**src/rtl/misc_demux_rx.sv**
```systemverilog
// -----------------------------------------------------------------------------
// misc_demux_rx
//
// Purpose:
//   Recovers two single-bit sources (A and B) from a time-multiplexed beat
//   stream. Each beat carries one data bit Y and a tag S0 that says which
//   source it belongs to: S0=0 is the A-phase and S0=1 is the B-phase. A
//   complete, in-order pair updates the A/B outputs and pulses PAIR_VLD.
//   Out-of-order beats and abandoned partial pairs pulse ERR.
//
//   Every output is a register, so a beat sampled on one rising edge has
//   its effect visible for the whole of the following cycle.
//
// Parameters:
//   TIMEOUT   idle (VLD=0) cycles tolerated in WAIT_B before the partial
//             pair is dropped. Legal range 2..255.
//
// Configuration macro:
//   MISC_DEMUX_CNT_EN  when defined, adds the PAIR_CNT output, an 8-bit
//                      wrapping count of completed pairs.
//
// Ports:
//   clk       in   1  clock; all state changes on the rising edge
//   rst       in   1  synchronous, active-high reset
//   VLD       in   1  a beat (Y/S0) is present this cycle
//   Y         in   1  data bit of the beat
//   S0        in   1  phase tag of the beat (0 = A, 1 = B)
//   A         out  1  recovered A bit, held until the next complete pair
//   B         out  1  recovered B bit, held until the next complete pair
//   PAIR_VLD  out  1  one-cycle pulse: A/B were just loaded with a new pair
//   ERR       out  1  one-cycle pulse: out-of-order beat or timeout
//   PAIR_CNT  out  8  completed-pair count (MISC_DEMUX_CNT_EN only)
// -----------------------------------------------------------------------------
module misc_demux_rx #(
    parameter int unsigned TIMEOUT = 8
) (
    input  logic       clk,
    input  logic       rst,
    input  logic       VLD,
    input  logic       Y,
    input  logic       S0,
    output logic       A,
    output logic       B,
    output logic       PAIR_VLD,
    output logic       ERR
`ifdef MISC_DEMUX_CNT_EN
    ,
    output logic [7:0] PAIR_CNT
`endif
);

    typedef enum logic {
        WAIT_A = 1'b0,
        WAIT_B = 1'b1
    } state_t;

    // The timeout fires on the idle cycle that would bring the count to
    // TIMEOUT, i.e. when the count already holds TIMEOUT-1 and another idle
    // cycle arrives. A valid beat in that same cycle is not idle, so it is
    // handled by the normal beat rules and suppresses the timeout.
    localparam logic [7:0] TMO_LAST = 8'(TIMEOUT - 1);

    state_t     state_reg, state_next;
    logic       a_hold_reg, a_hold_next;
    logic [7:0] tmo_reg, tmo_next;
    logic       a_reg, a_next;
    logic       b_reg, b_next;
    logic       pair_vld_reg, pair_vld_next;
    logic       err_reg, err_next;

    // -------------------------------------------------------------------------
    // State register
    // -------------------------------------------------------------------------
    always_ff @(posedge clk) begin
        if (rst) begin
            state_reg    <= WAIT_A;
            a_hold_reg   <= 1'b0;
            tmo_reg      <= 8'd0;
            a_reg        <= 1'b0;
            b_reg        <= 1'b0;
            pair_vld_reg <= 1'b0;
            err_reg      <= 1'b0;
        end else begin
            state_reg    <= state_next;
            a_hold_reg   <= a_hold_next;
            tmo_reg      <= tmo_next;
            a_reg        <= a_next;
            b_reg        <= b_next;
            pair_vld_reg <= pair_vld_next;
            err_reg      <= err_next;
        end
    end

    // -------------------------------------------------------------------------
    // Next-state and output logic
    // -------------------------------------------------------------------------
    always_comb begin
        // Hold everything by default; the two pulses default low so they can
        // only ever last one cycle.
        state_next    = state_reg;
        a_hold_next   = a_hold_reg;
        tmo_next      = tmo_reg;
        a_next        = a_reg;
        b_next        = b_reg;
        pair_vld_next = 1'b0;
        err_next      = 1'b0;

        unique case (state_reg)
            WAIT_A: begin
                // No partial pair is open, so there is nothing to time out.
                tmo_next = 8'd0;
                if (VLD) begin
                    if (!S0) begin
                        a_hold_next = Y;
                        state_next  = WAIT_B;
                    end else begin
                        // B-phase beat with no A before it: drop it.
                        err_next = 1'b1;
                    end
                end
            end

            WAIT_B: begin
                if (VLD) begin
                    if (S0) begin
                        a_next        = a_hold_reg;
                        b_next        = Y;
                        pair_vld_next = 1'b1;
                        tmo_next      = 8'd0;
                        state_next    = WAIT_A;
                    end else begin
                        // Repeated A-phase beat: flag it, but keep the
                        // newest A and restart the idle window.
                        err_next    = 1'b1;
                        a_hold_next = Y;
                        tmo_next    = 8'd0;
                    end
                end else if (tmo_reg == TMO_LAST) begin
                    // Partial pair abandoned; A/B keep their last pair.
                    err_next    = 1'b1;
                    a_hold_next = 1'b0;
                    tmo_next    = 8'd0;
                    state_next  = WAIT_A;
                end else begin
                    tmo_next = tmo_reg + 8'd1;
                end
            end

            default: begin
                state_next = WAIT_A;
                tmo_next   = 8'd0;
            end
        endcase
    end

    assign A        = a_reg;
    assign B        = b_reg;
    assign PAIR_VLD = pair_vld_reg;
    assign ERR      = err_reg;

`ifdef MISC_DEMUX_CNT_EN
    // -------------------------------------------------------------------------
    // Completed-pair counter: follows the registered PAIR_VLD decision so it
    // steps in the same edge the pulse is launched. Wraps freely.
    // -------------------------------------------------------------------------
    logic [7:0] pair_cnt_reg;

    always_ff @(posedge clk) begin
        if (rst) begin
            pair_cnt_reg <= 8'd0;
        end else if (pair_vld_next) begin
            pair_cnt_reg <= pair_cnt_reg + 8'd1;
        end
    end

    assign PAIR_CNT = pair_cnt_reg;
`endif

endmodule

```
**config.mk**
```make
export PLATFORM = sky130hd
export DESIGN_NAME = misc_demux_rx
export DESIGN_NICKNAME = d
export VERILOG_FILES = /design/src/rtl/misc_demux_rx.sv
export SDC_FILE = /design/constraint.sdc
export NUM_CORES = 1
export LEC_CHECK = 0
export CORE_AREA = 3 3 40 42
export DETAILED_ROUTE_END_ITERATION = 10
export DIE_AREA = 0 0 43 45
export HOLD_SLACK_MARGIN = 0.05
export PLACE_DENSITY = 0.73
export SLEW_MARGIN = 20
export SYNTH_ARGS = -nofsm -noshare
export SYNTH_HDL_FRONTEND = slang
export SYNTH_SLANG_ARGS = --single-unit
```
**constraint.sdc**
```tcl
create_clock -name clk -period 1.95 [get_ports clk]
set_input_delay 0.39 -clock clk [delete_from_list [all_inputs] [get_ports clk]]
set_output_delay 0.39 -clock clk [all_outputs]
set_load 0.02 [all_outputs]
```
**After elaboration in Yosys (flattened, before gate mapping)**

Index checks and enable logic that the tools add are counted.

- Add/subtract/negate cells: 1
- Eq/ne operators: 3
- Mux-type cells: 18
- Bitwise operators: 1
- Reductions and logical operators: 3

Operators with widths:

| cell | number |
|---|---|
| 8-bit two-way mux | 2 |
| 8-bit case mux with 2 select lines | 1 |
| 1-bit two-way mux | 12 |
| 8-bit by 1-bit adder with 8-bit output (second input constant) | 1 |
| 8-bit by 3-bit == test with 1-bit output (second input constant) | 1 |
| 1-bit case mux with 2 select lines | 3 |
| 3-bit by 2-bit inequality test with 1-bit output (second input constant) | 1 |
| 3-bit AND reduction | 1 |
| 2-bit inequality test (second input constant) | 1 |
| 2-bit AND reduction | 1 |
| 2-bit OR reduction | 1 |
| 1-bit NOT | 1 |

- Register bits: 14
- Bits of input ports: 5
- Output and inout port bits: 4
- Logic and storage cells: 33

**Depth between registers and ports, before layout**

Gate-level depths: netlist (run 1).

- Depth after elaboration: 4
- Gate-level depth with buffers: 4
- Mapped depth without buffers: 4

**Least setup slack after synthesis (run 1)**

No wires, ideal clock.

- Path kind: register -> register
- From: register tmo_reg[0]
- To: register state_reg
- Library setup time: 130 ps
- Data arrival time: 1,436 ps
- Data required time: 1,820 ps
- Path slack: 384 ps
- Cell stages (with the launch flop): 5
- Path buffers: 0
- Clock period less this slack: 1,566 ps
- Cells stage by stage: dfxtp_1 -> ha_1 -> or4b_4 -> o41ai_4 -> o21ai_2

- Word-level cells in the longest chain between the ends: 4

Ends and longest elaborated chain:

| element | RTL line | text |
|---|---|---|
| start: declaration | 65 | `logic [7:0] tmo_reg, tmo_next;` |
| start signal: assignment | 86 | `tmo_reg <= tmo_next;` |
| 8-bit by 3-bit == test with 1-bit output | 138 | `end else if (tmo_reg == TMO_LAST) begin` |
| 1-bit two-way mux | 138 |  |
| 1-bit two-way mux | 124 | `if (VLD) begin` |
| 1-bit case mux with 2 select lines | 108 | `unique case (state_reg)` |
| end signal: assignment | 84 | `state_reg <= state_next;` |
| end: declaration | 63 | `state_t state_reg, state_next;` |

No other way between the ends.
A chain may end at the register's enable or synchronous reset.

**Worst setup path after layout (run 1)**

- From: register tmo_reg[1]
- To: register state_reg

The elaborated chain is that of the path after synthesis.

==> results of run 1 <==
-- final timing paths --
path	slack [ns]	cells past startpoint	from	end
min reg2reg	0.49	2	tmo_reg[7]$_SDFF_PP0_	tmo_reg[7]$_SDFF_PP0_
min	0.49	2	tmo_reg[7]$_SDFF_PP0_	tmo_reg[7]$_SDFF_PP0_
max	0.24	4	tmo_reg[1]$_SDFF_PP0_	state_reg$_SDFF_PP0_
max reg2reg	0.24	4	tmo_reg[1]$_SDFF_PP0_	state_reg$_SDFF_PP0_
-- area by class of cell --
| cell class | count | area (um2) | area share [%] |
|---|---|---|---|
| multi-input combinational | 48 | 317 | 42.4 |
| sequential | 14 | 280 | 37.5 |
| timing repair buffer | 9 | 87.6 | 11.7 |
| clock buffer | 4 | 36.3 | 4.86 |
| tap | 15 | 18.8 | 2.51 |
| inverter | 2 | 7.51 | 1.01 |
-- worst max-delay path, stage by stage, from the launching register on --
cell and delay [ns]:
dfxtp_1 0.39, ha_1 0.23, or4b_4 0.52, o41ai_4 0.37
o21ai_2 0.09
-- cell usage in the layout, fill, tap and decap left out, drive strengths merged, types with 3 or more instances in the layout --
master	instances
clkbuf	4
mux2i	3
nand2	6
nand3	4
a21oi	5
nor2	8
or3	3
dfxtp	14
o21ai	6
clkdlybuf4s50	8
-- per-stage QoR --
step / util, % / worst slack (ns)
global placement: 55.3 / 0.266
floorplan: - / 0.384
global route: 58.1 / 0.203
CTS: 58.1 / 0.241
detailed placement: 55.3 / 0.255
finish: 58.1 / 0.237
-- cell families (layout without fill, tap and decap cells) --
logic type	count (synthesis)	after routing	synth area share [%]
DFF	14	14	45.7
muxes	3	3	4.90
adders and majority gates	1	1	2.04
and+or+nand+nor	27	27	24.1
AOI/OAI and AO/OA	14	14	16.3
buffers and inverters	4	15	2.65
xor gates and xnor gates	3	3	4.29
-- where the power goes --
part           leakage [uW]  total (uW)  switching, uW  internal [uW]
clock             0.0000210         209           95.6            114
combinational      0.000121        35.1           16.1           19.0
sequential         0.000113         294           4.04            290
total              0.000256         539            116            423
-- per-layer routing --
layer | part of all wire, % | global-route usage [%] | vias up
met1 | 54 | 19.5 | 218
met4 | 2.1 | 5.42 | 0
met2 | 41 | 16.8 | 8
met5 | 0 | 0 | -
met3 | 2.8 | 3.59 | 2
li1 | - | - | 261
==> out/metrics.yaml, run 1 <==
placement:
  numPortBuffers: 8
  dpl-instance-area_um2: 711
  placed_cells: 88
  gp_congestion: 0.760
  dpl.hpwl_um: 831
timing:
  slew_headroom_pct: 72.1
  clock.fmax_mhz: 584
  worst_pin_slew_ns: 0.417
  period_share_pct: 87.9
  fin_worst_skew_ns: 0.00351
  setup_tns_ns: 0
  slew_viol_final: 0
  hold_viol_final: 0
  period_needed_ns: 1.71
  worst_hold_slack_ns: 0.489
  finalSetupViolations: 0
  rsz0062_at_grt: "no"
logic_synthesis:
  synthCells: 66
  yosysMostFrequentCell: "dfxtp_1"
  yosysTopAreaCell: "dfxtp_1"
  synth_area_leaders: "dfxtp_1, mux2i_1, nor2_1"
  synth_common_cells: "dfxtp_1, nor2_1, nand2_1"
  ys_ff_latch: 14
  postSynth.asyncResetShare_pct: 0
  syn_area_um2: 613
  synth_edf_count: 0
  ys_seq_area_share_pct: 45.7
  ys_types: 25
  synth_ff_type: "dfxtp_1"
  avgSynthCellArea_um2: 9.29
  yosysWarnings: 0
  syn_nets: 72
  synth_top_area_share_pct: 45.7
floorplanning:
  dieHeight_um: 45
  start_util_pct: 47.7
  rows: 13
  core_region_area_mm2: 0.00128
  fp.dieW_um: 43
  io_pins: 9
  die_area_mm2: 0.00194
clocking:
  hold_buffers: 0
  cts_resized: 0
  cts_buffers: 3
  root_buffer: "clkbuf_4"
  clkTransAtPathRegs_ns: 0.09
  cts_setup_buffers: 0
  htree_levels: 1
  clock_latency_ns: 0.28
  clock_path_buffers: 2
  cts_sinks: 14
  cts_tree: "done"
global_routing:
  grt_max_degree: 9
  antenna_found_initial: 0
  grt_usage_pct: 12.9
  overflow: 0
  grt_pass1_wl_um: 1890
  first_global_vias: 449
setup_path:
  cp.required_ns: 2.11
  cp-end-kind: "flop"
  crit_arrival_ns: 1.88
  critPathMaxFanout: 5
  cp-start-kind: "flop"
  crit_type: "flop to flop"
drt:
  drtPass1Iterations: 3
  via_per_inst: 5.32
  drtIter0Drc: 3
  num_vias: 489
  wl_um: 1110
  wl_per_cell_um: 12.1
  antenna_left: 0
  drc: 0
final_layout:
  largest_register_ffs: 8
  fillers: 112
  fin_cells: 92
  drive_gt1_share_pct: 11.7
  areaGrowthSynthToFinish_pct: 21.8
  antenna_cells: 0
  final_nets: 84
  finalInstanceArea_um2: 747
hold_path:
  min_path_type: "flop to flop"
power:
  p_total_uw: 539
  p_leak_uw: 0.000256
  peakVddDrop_v: 0.000361
  pwr_density_cell_mw_per_mm2: 721
flow_run:
  cap_violations: 0
run_status:
  status: "finished clean"
(Power assumes the default switching activity.)
==> run 2, diff against run 1 <==
--- a/config.mk
+++ b/config.mk
@@ -5,11 +5,11 @@
 export SDC_FILE = /design/constraint.sdc
 export NUM_CORES = 1
 export LEC_CHECK = 0
-export CORE_AREA = 3 3 40 42
+export CORE_MARGIN = 3
+export CORE_UTILIZATION = 30
 export DETAILED_ROUTE_END_ITERATION = 10
-export DIE_AREA = 0 0 43 45
 export HOLD_SLACK_MARGIN = 0.05
-export PLACE_DENSITY = 0.73
+export PLACE_DENSITY = 0.53
 export SLEW_MARGIN = 20
 export SYNTH_ARGS = -nofsm -noshare
 export SYNTH_HDL_FRONTEND = slang
==> run 2 against run 1 <==
Effect of this change:
- setup slack got worse by 0.039 ns
- first-iteration DRC count increased to 2.7 times the previous value
- core utilization decreased by 18 points
- largest cell class unchanged
- total power decreased by 8.9%
- non-clock buffer count decreased by 1
- combinational power decreased by 3%
- clock skew increased by 0.0022 ns
- critical path depth unchanged
- wire length increased by 10%
- hold slack got worse by 0.00085 ns
==> out/metrics.yaml, run 2 (synthesized netlist as in run 1, its figures left out) <==
setup_path:
  cp.depth: 4
  cp-start-kind: "flop"
  cp_slowest_cell: "or4b_4"
  critPathBufInv: 0
  critPathMaxFanout: 5
  cp-end-kind: "flop"
  critPathTopFamily: "simple AND/OR/NAND/NOR gates"
  cp.required_ns: 2.11
  crit_type: "flop to flop"
  critPathMaxStageDelay_ns: 0.52
  r2r_slack_ns: 0.20
  rr_worst_depth: 4
  crit_chain: "ha_1 > or4b_4 > o41ai_4 > o21ai_2"
  crit_arrival_ns: 1.91
final_layout:
  final_nets: 83
  largest_register_ffs: 8
  layout_common_cells: "dfxtp_1, nor2_1, clkdlybuf4s50_1"
  antenna_cells: 0
  areaGrowthSynthToFinish_pct: 20.4
  fin_cells: 100
  final_common_cell: "dfxtp_1"
  drive_gt1_share_pct: 9.33
floorplanning:
  dieHeight_um: 51.2
  io_pins: 9
  fp.dieW_um: 51.2
  rows: 15
  die_area_mm2: 0.00262
  core_region_area_mm2: 0.00182
  start_util_pct: 33.7
global_routing:
  antenna_found_initial: 0
  grt_max_degree: 8
  grt_busiest_layer: "met1"
  overflow: 0
  gr-usage-met2_pct: 14.8
  grt_pass1_wl_um: 2080
  first_global_vias: 444
  grt_usage_pct: 10.8
  met1_usage_pct: 15.4
  grtUsageMet3_pct: 1.75
drt:
  via_per_inst: 4.83
  drtPass1Iterations: 4
  antenna_left: 0
  drtIter0Drc: 8
  drc: 0
  num_vias: 483
  wl_um: 1220
  wl_per_cell_um: 12.2
timing:
  period_needed_ns: 1.75
  finalSetupViolations: 0
  slew_headroom_pct: 69.2
  clock.fmax_mhz: 571
  rsz0062_at_grt: "no"
  period_share_pct: 89.8
  fin_worst_skew_ns: 0.00572
  setup_tns_ns: 0
  worst_pin_slew_ns: 0.460
  hold_viol_final: 0
  slew_viol_final: 0
placement:
  numPortBuffers: 8
  gp_congestion: 0.770
  dpl.hpwl_um: 905
  placed_cells: 97
run_status:
  status: "finished clean"
clocking:
  root_buffer: "clkbuf_4"
  cts_setup_buffers: 0
  clock_path_buffers: 2
  hold_buffers: 0
  clock_latency_ns: 0.28
  cts_tree: "done"
  cts_sinks: 14
  clkTransAtPathRegs_ns: 0.09
  cts_resized: 0
  htree_levels: 1
  cts_buffers: 3
power:
  pwr_density_cell_mw_per_mm2: 665
  p_leak_uw: 0.000243
  peakVddDrop_v: 0.000366
hold_path:
  min_path_type: "flop to flop"
  hold_path_depth: 1
flow_run:
  cap_violations: 0
-- run 2: cell types whose count changed in the layout (fill, tap and decap cells not counted) --
cell	change
buf_4	-1
clkbuf_8	-1
-- run 2: worst reg2reg max path, delay by kind of cell (launching register included) --
kind            cells  cell delay [ns]
compound gates      2             0.50
fa+ha+maj           1             0.22
flops               1             0.40
simple gates        1             0.52
-- run 2: layout make-up --
class | instances | area (um2)
inverters | 2 | 7.51
multi-input cells | 48 | 317
flip-flops and latches | 14 | 280
clock buffers | 3 | 22.5
repair buffers | 8 | 80.1
fillers | 193 | 1080
well taps | 25 | 31.3
-- run 2: final timing paths --
check	endpoint	start
hold / removal	tmo_reg[0]$_SDFF_PP0_	tmo_reg[0]$_SDFF_PP0_
setup reg to reg	state_reg$_SDFF_PP0_	tmo_reg[0]$_SDFF_PP0_
setup / recovery	state_reg$_SDFF_PP0_	tmo_reg[0]$_SDFF_PP0_
hold reg to reg	tmo_reg[0]$_SDFF_PP0_	tmo_reg[0]$_SDFF_PP0_
-- run 2: per-stage QoR --
stage	setup WS [ns]	cell area (um2)	hold WS (ns)	util, %	power (uW)
global placement	0.231	716	0.454	39.3	336
CTS	0.197	738	0.487	40.5	497
global route	0.0953	738	0.504	40.5	513
detailed placement	0.184	716	0.467	39.3	335
floorplan	0.384	613	0.437	-	316
finish	0.198	738	0.488	40.5	491
-- run 2: metal layers --
| metal | vias to the layer above | wire (um) | share of wire (%) |
|---|---|---|---|
| li1 | 254 | - | - |
| met1 | 224 | 646 | 53 |
| met2 | 3 | 540 | 44 |
| met3 | 2 | 20 | 1.6 |
| met4 | 0 | 16 | 1.3 |
| met5 | - | 0 | 0 |
-- run 2: power breakdown --
part	switching (uW)	internal, uW	total, uW	leakage (uW)
combinational	15.8	18.5	34.2	0.000116
clock	90.8	71.5	162	0.0000138
sequential	3.92	290	294	0.000113
==> run 3, diff against run 2 <==
--- a/config.mk
+++ b/config.mk
@@ -7,6 +7,7 @@
 export LEC_CHECK = 0
 export CORE_MARGIN = 3
 export CORE_UTILIZATION = 30
+export CTS_CLUSTER_SIZE = 28
 export DETAILED_ROUTE_END_ITERATION = 10
 export HOLD_SLACK_MARGIN = 0.05
 export PLACE_DENSITY = 0.53
@@ -14,3 +15,4 @@
 export SYNTH_ARGS = -nofsm -noshare
 export SYNTH_HDL_FRONTEND = slang
 export SYNTH_SLANG_ARGS = --single-unit
+export TNS_END_PERCENT = 10
==> results of run 3 <==
Same layout as run 2: the final DEF is identical, and so are final timing and power.
